## src/rtl/decode_stage.sv

```systemverilog
//-----------------------------------------------------------------------------
// decode_stage
//
// Purpose:
//    Single-register RISC-V decode stage. An accepted instruction word is
//    split into its fields, classified into an instruction format and given
//    a sign-extended immediate. The results appear one cycle after acceptance
//    and are held while the consumer stalls.
//
// Parameters:
//    XLEN  - datapath width, 32 or 64. RV64-only opcodes (OP-32, OP-IMM-32)
//            are decoded only when XLEN=64.
//
// Optional feature:
//    DECODE_ILLEGAL_CHECK_EN - when defined, out_illegal flags malformed
//            encodings. When undefined, out_illegal is tied to 0 and the
//            check logic is absent.
//
// Ports:
//    clk            i  clock, all state changes on the rising edge
//    rst_n          i  asynchronous active-low reset
//    flush          i  discards the held instruction at the next edge
//    in_valid       i  upstream handshake: instruction available
//    in_ready       o  upstream handshake: stage can accept
//    in_instr       i  32-bit instruction word
//    in_pc          i  instruction address (XLEN)
//    out_valid      o  downstream handshake: decoded result available
//    out_ready      i  downstream handshake: consumer takes the result
//    out_instr      o  registered instruction word
//    out_pc         o  registered instruction address
//    out_rs1/rs2    o  source register indices (raw fields)
//    out_rd         o  destination index, 0 for S/B/invalid formats
//    out_opcode     o  instr[6:0]
//    out_funct3     o  instr[14:12]
//    out_funct7     o  instr[31:25]
//    out_imm        o  sign-extended immediate (XLEN)
//    out_fmt        o  format: R=0 I=1 S=2 B=3 U=4 J=5 invalid=7
//    out_rd_we      o  register write enable
//    out_illegal    o  illegal-encoding flag
//    decoded_count  o  number of delivered instructions (wraps)
//-----------------------------------------------------------------------------
module decode_stage #(
   parameter int XLEN = 64
) (
   input  logic            clk,
   input  logic            rst_n,
   input  logic            flush,
   input  logic            in_valid,
   output logic            in_ready,
   input  logic [31:0]     in_instr,
   input  logic [XLEN-1:0] in_pc,
   output logic            out_valid,
   input  logic            out_ready,
   output logic [31:0]     out_instr,
   output logic [XLEN-1:0] out_pc,
   output logic [4:0]      out_rs1,
   output logic [4:0]      out_rs2,
   output logic [4:0]      out_rd,
   output logic [6:0]      out_opcode,
   output logic [2:0]      out_funct3,
   output logic [6:0]      out_funct7,
   output logic [XLEN-1:0] out_imm,
   output logic [2:0]      out_fmt,
   output logic            out_rd_we,
   output logic            out_illegal,
   output logic [31:0]     decoded_count
);

   localparam logic [2:0] FMT_R   = 3'd0;
   localparam logic [2:0] FMT_I   = 3'd1;
   localparam logic [2:0] FMT_S   = 3'd2;
   localparam logic [2:0] FMT_B   = 3'd3;
   localparam logic [2:0] FMT_U   = 3'd4;
   localparam logic [2:0] FMT_J   = 3'd5;
   localparam logic [2:0] FMT_INV = 3'd7;

   localparam bit IS_RV64 = (XLEN == 64);

   localparam logic [6:0] OP_LOAD   = 7'b0000011;
   localparam logic [6:0] OP_IMM    = 7'b0010011;
   localparam logic [6:0] OP_IMM32  = 7'b0011011;
   localparam logic [6:0] OP_AUIPC  = 7'b0010111;
   localparam logic [6:0] OP_STORE  = 7'b0100011;
   localparam logic [6:0] OP_REG    = 7'b0110011;
   localparam logic [6:0] OP_LUI    = 7'b0110111;
   localparam logic [6:0] OP_REG32  = 7'b0111011;
   localparam logic [6:0] OP_BRANCH = 7'b1100011;
   localparam logic [6:0] OP_JALR   = 7'b1100111;
   localparam logic [6:0] OP_JAL    = 7'b1101111;
   localparam logic [6:0] OP_SYSTEM = 7'b1110011;

   //--------------------------------------------------------------------------
   // Output register
   //--------------------------------------------------------------------------
   logic            r_valid;
   logic [31:0]     r_instr;
   logic [XLEN-1:0] r_pc;
   logic [4:0]      r_rs1;
   logic [4:0]      r_rs2;
   logic [4:0]      r_rd;
   logic [6:0]      r_opcode;
   logic [2:0]      r_funct3;
   logic [6:0]      r_funct7;
   logic [XLEN-1:0] r_imm;
   logic [2:0]      r_fmt;
   logic            r_rd_we;
   logic            r_illegal;
   logic [31:0]     r_count;

   //--------------------------------------------------------------------------
   // Combinational decode of the incoming word
   //--------------------------------------------------------------------------
   logic [6:0]      w_opcode;
   logic [2:0]      w_funct3;
   logic [6:0]      w_funct7;
   logic [4:0]      w_rd_raw;
   logic [4:0]      w_rs1;
   logic [4:0]      w_rs2;
   logic [2:0]      w_fmt;
   logic [31:0]     w_imm32;
   logic [XLEN-1:0] w_imm;
   logic            w_writes_rd;
   logic [4:0]      w_rd;
   logic            w_rd_we;
   logic            w_illegal;
   logic            w_accept;
   logic            w_deliver;

   assign w_opcode = in_instr[6:0];
   assign w_rd_raw = in_instr[11:7];
   assign w_funct3 = in_instr[14:12];
   assign w_rs1    = in_instr[19:15];
   assign w_rs2    = in_instr[24:20];
   assign w_funct7 = in_instr[31:25];

   // Format classification; RV64-only opcodes fall through to invalid on RV32.
   always_comb begin
      w_fmt = FMT_INV;
      case (w_opcode)
         OP_REG:                                w_fmt = FMT_R;
         OP_REG32:                              if (IS_RV64) w_fmt = FMT_R;
         OP_IMM, OP_LOAD, OP_JALR, OP_SYSTEM:   w_fmt = FMT_I;
         OP_IMM32:                              if (IS_RV64) w_fmt = FMT_I;
         OP_STORE:                              w_fmt = FMT_S;
         OP_BRANCH:                             w_fmt = FMT_B;
         OP_LUI, OP_AUIPC:                      w_fmt = FMT_U;
         OP_JAL:                                w_fmt = FMT_J;
         default:                               w_fmt = FMT_INV;
      endcase
   end

   // 32-bit immediate, already sign-extended from instr[31] where applicable.
   always_comb begin
      w_imm32 = 32'd0;
      case (w_fmt)
         FMT_I: w_imm32 = {{20{in_instr[31]}}, in_instr[31:20]};
         FMT_S: w_imm32 = {{20{in_instr[31]}}, in_instr[31:25], in_instr[11:7]};
         FMT_B: w_imm32 = {{19{in_instr[31]}}, in_instr[31], in_instr[7],
                           in_instr[30:25], in_instr[11:8], 1'b0};
         FMT_U: w_imm32 = {in_instr[31:12], 12'd0};
         FMT_J: w_imm32 = {{11{in_instr[31]}}, in_instr[31], in_instr[19:12],
                           in_instr[20], in_instr[30:21], 1'b0};
         default: w_imm32 = 32'd0;
      endcase
   end

   // Widen to XLEN; R/invalid produce 0 so the extension stays 0 as well.
   generate
      if (XLEN > 32) begin : g_imm_wide
         assign w_imm = {{(XLEN-32){w_imm32[31]}}, w_imm32};
      end else begin : g_imm_narrow
         assign w_imm = w_imm32;
      end
   endgenerate

   // Only R/I/U/J carry a destination; x0 is never written.
   assign w_writes_rd = (w_fmt == FMT_R) || (w_fmt == FMT_I) ||
                        (w_fmt == FMT_U) || (w_fmt == FMT_J);
   assign w_rd        = w_writes_rd ? w_rd_raw : 5'd0;
   assign w_rd_we     = w_writes_rd && (w_rd_raw != 5'd0);

`ifdef DECODE_ILLEGAL_CHECK_EN
   always_comb begin
      w_illegal = 1'b0;
      if ((in_instr[1:0] != 2'b11) || (w_fmt == FMT_INV))
         w_illegal = 1'b1;
      // R-type: only base and the SUB/SRA-style alternate encodings exist.
      if (w_fmt == FMT_R) begin
         if ((w_funct7 != 7'b0000000) && (w_funct7 != 7'b0100000))
            w_illegal = 1'b1;
         if ((w_funct7 == 7'b0100000) &&
             (w_funct3 != 3'b000) && (w_funct3 != 3'b101))
            w_illegal = 1'b1;
      end
      if ((w_opcode == OP_BRANCH) &&
          ((w_funct3 == 3'b010) || (w_funct3 == 3'b011)))
         w_illegal = 1'b1;
      // Stores: SB/SH/SW, plus SD on RV64.
      if (w_opcode == OP_STORE) begin
         if (w_funct3[2] || (!IS_RV64 && (w_funct3 == 3'b011)))
            w_illegal = 1'b1;
      end
      // Loads: LD and LWU exist only on RV64.
      if (w_opcode == OP_LOAD) begin
         if ((w_funct3 == 3'b111) ||
             (!IS_RV64 && ((w_funct3 == 3'b011) || (w_funct3 == 3'b110))))
            w_illegal = 1'b1;
      end
      if ((w_opcode == OP_JALR) && (w_funct3 != 3'b000))
         w_illegal = 1'b1;
   end
`else
   assign w_illegal = 1'b0;
`endif

   //--------------------------------------------------------------------------
   // Handshake
   //--------------------------------------------------------------------------
   assign in_ready  = !r_valid || out_ready;
   assign w_accept  = in_valid && in_ready;
   assign w_deliver = r_valid && out_ready;

   always_ff @(posedge clk or negedge rst_n) begin
      if (!rst_n) begin
         r_valid   <= 1'b0;
         r_instr   <= 32'd0;
         r_pc      <= '0;
         r_rs1     <= 5'd0;
         r_rs2     <= 5'd0;
         r_rd      <= 5'd0;
         r_opcode  <= 7'd0;
         r_funct3  <= 3'd0;
         r_funct7  <= 7'd0;
         r_imm     <= '0;
         r_fmt     <= 3'd0;
         r_rd_we   <= 1'b0;
         r_illegal <= 1'b0;
         r_count   <= 32'd0;
      end else begin
         // Flush dominates any same-cycle acceptance.
         if (flush)
            r_valid <= 1'b0;
         else if (w_accept)
            r_valid <= 1'b1;
         else if (w_deliver)
            r_valid <= 1'b0;

         // Data only moves on a real acceptance, so a stall freezes it.
         if (w_accept && !flush) begin
            r_instr   <= in_instr;
            r_pc      <= in_pc;
            r_rs1     <= w_rs1;
            r_rs2     <= w_rs2;
            r_rd      <= w_rd;
            r_opcode  <= w_opcode;
            r_funct3  <= w_funct3;
            r_funct7  <= w_funct7;
            r_imm     <= w_imm;
            r_fmt     <= w_fmt;
            r_rd_we   <= w_rd_we;
            r_illegal <= w_illegal;
         end

         // A flushed instruction never counts as delivered.
         if (w_deliver && !flush)
            r_count <= r_count + 32'd1;
      end
   end

   assign out_valid     = r_valid;
   assign out_instr     = r_instr;
   assign out_pc        = r_pc;
   assign out_rs1       = r_rs1;
   assign out_rs2       = r_rs2;
   assign out_rd        = r_rd;
   assign out_opcode    = r_opcode;
   assign out_funct3    = r_funct3;
   assign out_funct7    = r_funct7;
   assign out_imm       = r_imm;
   assign out_fmt       = r_fmt;
   assign out_rd_we     = r_rd_we;
   assign out_illegal   = r_illegal;
   assign decoded_count = r_count;

endmodule

```

## config.mk

```make
export PLATFORM = sky130hd
export DESIGN_NAME = decode_stage
export DESIGN_NICKNAME = d
export VERILOG_FILES = /design/src/rtl/decode_stage.sv
export SDC_FILE = /design/constraint.sdc
export NUM_CORES = 1
export LEC_CHECK = 0
export BUFFER_PORTS_ARGS = -buffer_cell sky130_fd_sc_hd__buf_4
export CORE_AREA = 2 2 128 130
export CTS_BUF_LIST = sky130_fd_sc_hd__clkbuf_4 sky130_fd_sc_hd__clkbuf_8 sky130_fd_sc_hd__clkbuf_16
export CTS_CLUSTER_SIZE = 8
export DETAILED_ROUTE_END_ITERATION = 16
export DIE_AREA = 0 0 130 132
export GPL_TIMING_DRIVEN = 0
export PLACE_DENSITY = 0.88
export SETUP_SLACK_MARGIN = 0.5
export SYNTH_ARGS = -nofsm -noshare
export SYNTH_HDL_FRONTEND = slang
export SYNTH_SLANG_ARGS = --single-unit
```

## constraint.sdc

```tcl
create_clock -name clk -period 2.5 [get_ports clk]
set_input_delay 0.5 -clock clk [delete_from_list [all_inputs] [get_ports clk]]
set_output_delay 0.5 -clock clk [all_outputs]
set_load 0.01 [all_outputs]
```

==> flow_summary.toml <==
[sta]
setup_violations = 0
period_needed_ps = 1930
slew_headroom_pct = 63.7
hold_viol_final = 2
finalWorstSetupSlack_ps = 568
post-route-period-util_pct = 77.3
drv_slew = 0
rsz0062_at_grt = "false"
fin_tns_setup_ps = 0
tightest_slew_ps = 545
finClkSkew_ps = 7.92
holdWs_ps = -7.40
max_clock_freq_ghz = 0.518

[critical_path]
ff2ff_setup_slack_ps = 630
path_class = "input port to flop"
slowest_stage = "a221o_1"
cp-end-kind = "flop"
critical-path-max-stage-delay_ps = 270
arrival_ps = 2230
critPathRequiredTime_ps = 2800
cp_cell_sequence = "buf_4, and3b_2, a21o_4, nand3_4, ha_4, o31a_4, a21oi_1, a21oi_2, nor2_4, buf_6, a221o_1"
cp_max_fo = 10
critPathLaunchType = "input port"

[pwr]
power_density_nw_per_um2 = 678
vdd_ir_drop_max_mv = 0.451
leakage_nw = 6.00

[yosys]
ys_seq_area_share_pct = 57.2
synth.area.top_cells = "dfrtp_1 (57%), nand2_1 (16%), buf_4 (6.4%), xnor2_1 (3.1%), a221o_1 (1.5%)"
synth_top_area_cell = "dfrtp_1"
synth_top_area_share_pct = 57.2
synth_nets = 864
synth_seq_cells = 170
syn_inst = 761
synth-compound-area-share_pct = 7.21
yosysWarnings = 0
synth_xor_xnor_area_share_pct = 3.77
synth_cell_types = 58
synth-edff-count = 0
synthFlopType = "dfrtp_1"
synth.area.mux_share_pct = 0.151
synthAdderAreaFrac_pct = 0.336
syn_area_um2 = 7440
yosys.area_share.simple_pct = 22.8
async_flop_share_pct = 100
avgSynthCellArea_um2 = 9.78
synth_top_family_by_area = "simple AND/OR/NAND/NOR gates"

[detailed_routing]
route.detailed.drc = 0
dr_total_vias = 6610
ant_nets = 0
viasPerCell = 4.91
first_iter_violations = 442
routed_wirelength_um = 22300
wl_per_cell_um = 16.6
dr.pass1.iters = 5

[global_routing]
antenna_found_initial = 0
grt_pass1_vias = 6571
gr-total-overflow = 0
gr-usage-all-layers_pct = 26.0
grt_pass1_wl_um = 34700
grt_max_degree = 104

[cells_and_area]
area_growth_pct = 48.1
stdcell_count = 1347
nets = 1221
antennaDiodeCount = 0
layout_common_cells = "buf_4 (398), nand2_1 (315), dfrtp_1 (169)"
drive_gt1_share_pct = 43.1
final_util_pct = 70.2
final_common_cell = "buf_4"
fillerInstances = 1170

[place]
dp_slack_ps = -13.3
place_hpwl_um = 16800
dp.cells = 1306
place.gp.congestion = 0.904
port-buffer-count = 328

[clocking]
clk_latency_ps = 420
htree_levels = 4
clock_sinks = 170
hold_buffers = 0
root_buffer = "clkbuf_16"
cts_buffers = 17
ctsLongestPathBuffers = 2
clk_pin_slew_worst_paths_ps = 70
cts_tree = "done"

[die]
die_h_um = 132
die_w_um = 130
row_count = 46
core-area_um2 = 15700
num_io_pins = 332
die_area_um2 = 17200
start_util_pct = 47.4

[worst_hold_path]
hold_class = "input port to asynchronous set/reset pin"

[run]
maxCapViolations = 0

[outcome]
violations = "negative hold slack"
status = "finished with violations"
[cell type report]
cell class	count	area, µm²	area share (%)
timing repair buffer	338	2560	23.3
clock inverter	14	178	1.61
sequential	170	4260	38.6
tap	216	270	2.45
inverter	3	11.3	0.102
clock buffer	18	433	3.93
buffer	95	669	6.07
multi-input combinational	493	2640	23.9
[cells in the mapped netlist, types with 2 or more instances]
| cell | count |
|---|---|
| nor3b_1 | 3 |
| a22oi_1 | 4 |
| a22o_1 | 12 |
| and2_1 | 2 |
| buf_2 | 5 |
| nand3b_1 | 2 |
| o21ai_0 | 4 |
| clkbuf_1 | 13 |
| or3_1 | 2 |
| buf_6 | 3 |
| a31oi_1 | 2 |
| buf_4 | 63 |
| nand3_1 | 12 |
| nor2_2 | 2 |
| and3_1 | 8 |
| buf_1 | 10 |
| nor2_1 | 8 |
| nand2_4 | 2 |
| nand2_1 | 315 |
| ha_1 | 2 |
| a221o_1 | 11 |
| xnor2_1 | 26 |
| nor2b_1 | 2 |
| and4_1 | 7 |
| a21oi_1 | 12 |
| inv_1 | 3 |
| dfrtp_1 | 170 |
| o21ai_1 | 12 |
| nand4_1 | 9 |
| xor2_1 | 6 |
| and3b_1 | 2 |
[path summary, 6_finish.rpt]
check / startpoint / endpoint / cells after the start
max in group asynchronous: rst_n / out_imm[31] / 2
worst max register to register: decoded_count[6] / decoded_count[24] / 6
worst min-delay path: rst_n / out_pc[3] / 1
min in group clk: in_pc[12] / out_pc[12] / 3
worst min register to register: decoded_count[31] / decoded_count[31] / 1
worst max-delay path: in_instr[6] / out_imm[28] / 11
[critical path: cells and delay by family]
kind	cells	cell delay, ps
adder cells (fa/ha/maj)	1	140
buffers and inverters	2	270
AO/OA/AOI/OAI	5	950
AND/OR/NAND/NOR	3	350
[sequential cells by signal, summed over array words and instances, names as in the netlist]
register,count
out_rd,5
out_rd_we,1
decoded_count,32
out_pc,64
out_imm,32
out_instr,32
out_valid,1
out_fmt,3
[power breakdown]
group | switching, mW | internal, mW | leakage, nW
logic | 0.724 | 0.791 | 3.51
registers | 0.214 | 3.03 | 2.20
clock network | 1.18 | 1.53 | 0.294
[kinds of logic (layout without fill, tap and decap cells)]
family,after synthesis,in the layout
AND/OR/NAND/NOR,388,388
flip-flops,170,170
buffers and inverters,98,468
AO/OA/AOI/OAI,69,69
XOR/XNOR,32,32
adder cells (fa/ha/maj),2,2
other,1,1
multiplexers,1,1
[layer usage]
| metal | track usage [%] | wire length, µm | up-vias |
|---|---|---|---|
| met5 | 0 | 0 | - |
| met4 | 7.41 | 371 | 0 |
| met3 | 7.02 | 1740 | 30 |
| met2 | 45.5 | 11600 | 275 |
| met1 | 31.3 | 8630 | 3175 |
| li1 | - | - | 3130 |
[per-stage QoR]
| stage | power (mW) | instance area [µm²] |
|---|---|---|
| floorplan | 3.88 | 7530 |
| finish | 7.47 | 11000 |
| CTS | 7.53 | 11000 |
| detailed placement | 4.80 | 10300 |
| global placement | 4.74 | 10300 |
| global route | 7.81 | 11000 |
[timing repair]
item                                    CTS  global route
setup buffers                             5             4
gates cloned                              0             0
pin swaps                                 3             6
resized for setup                        17            11
endpoints found under the setup margin  140           134
Power figures use the tool's default switching activity.
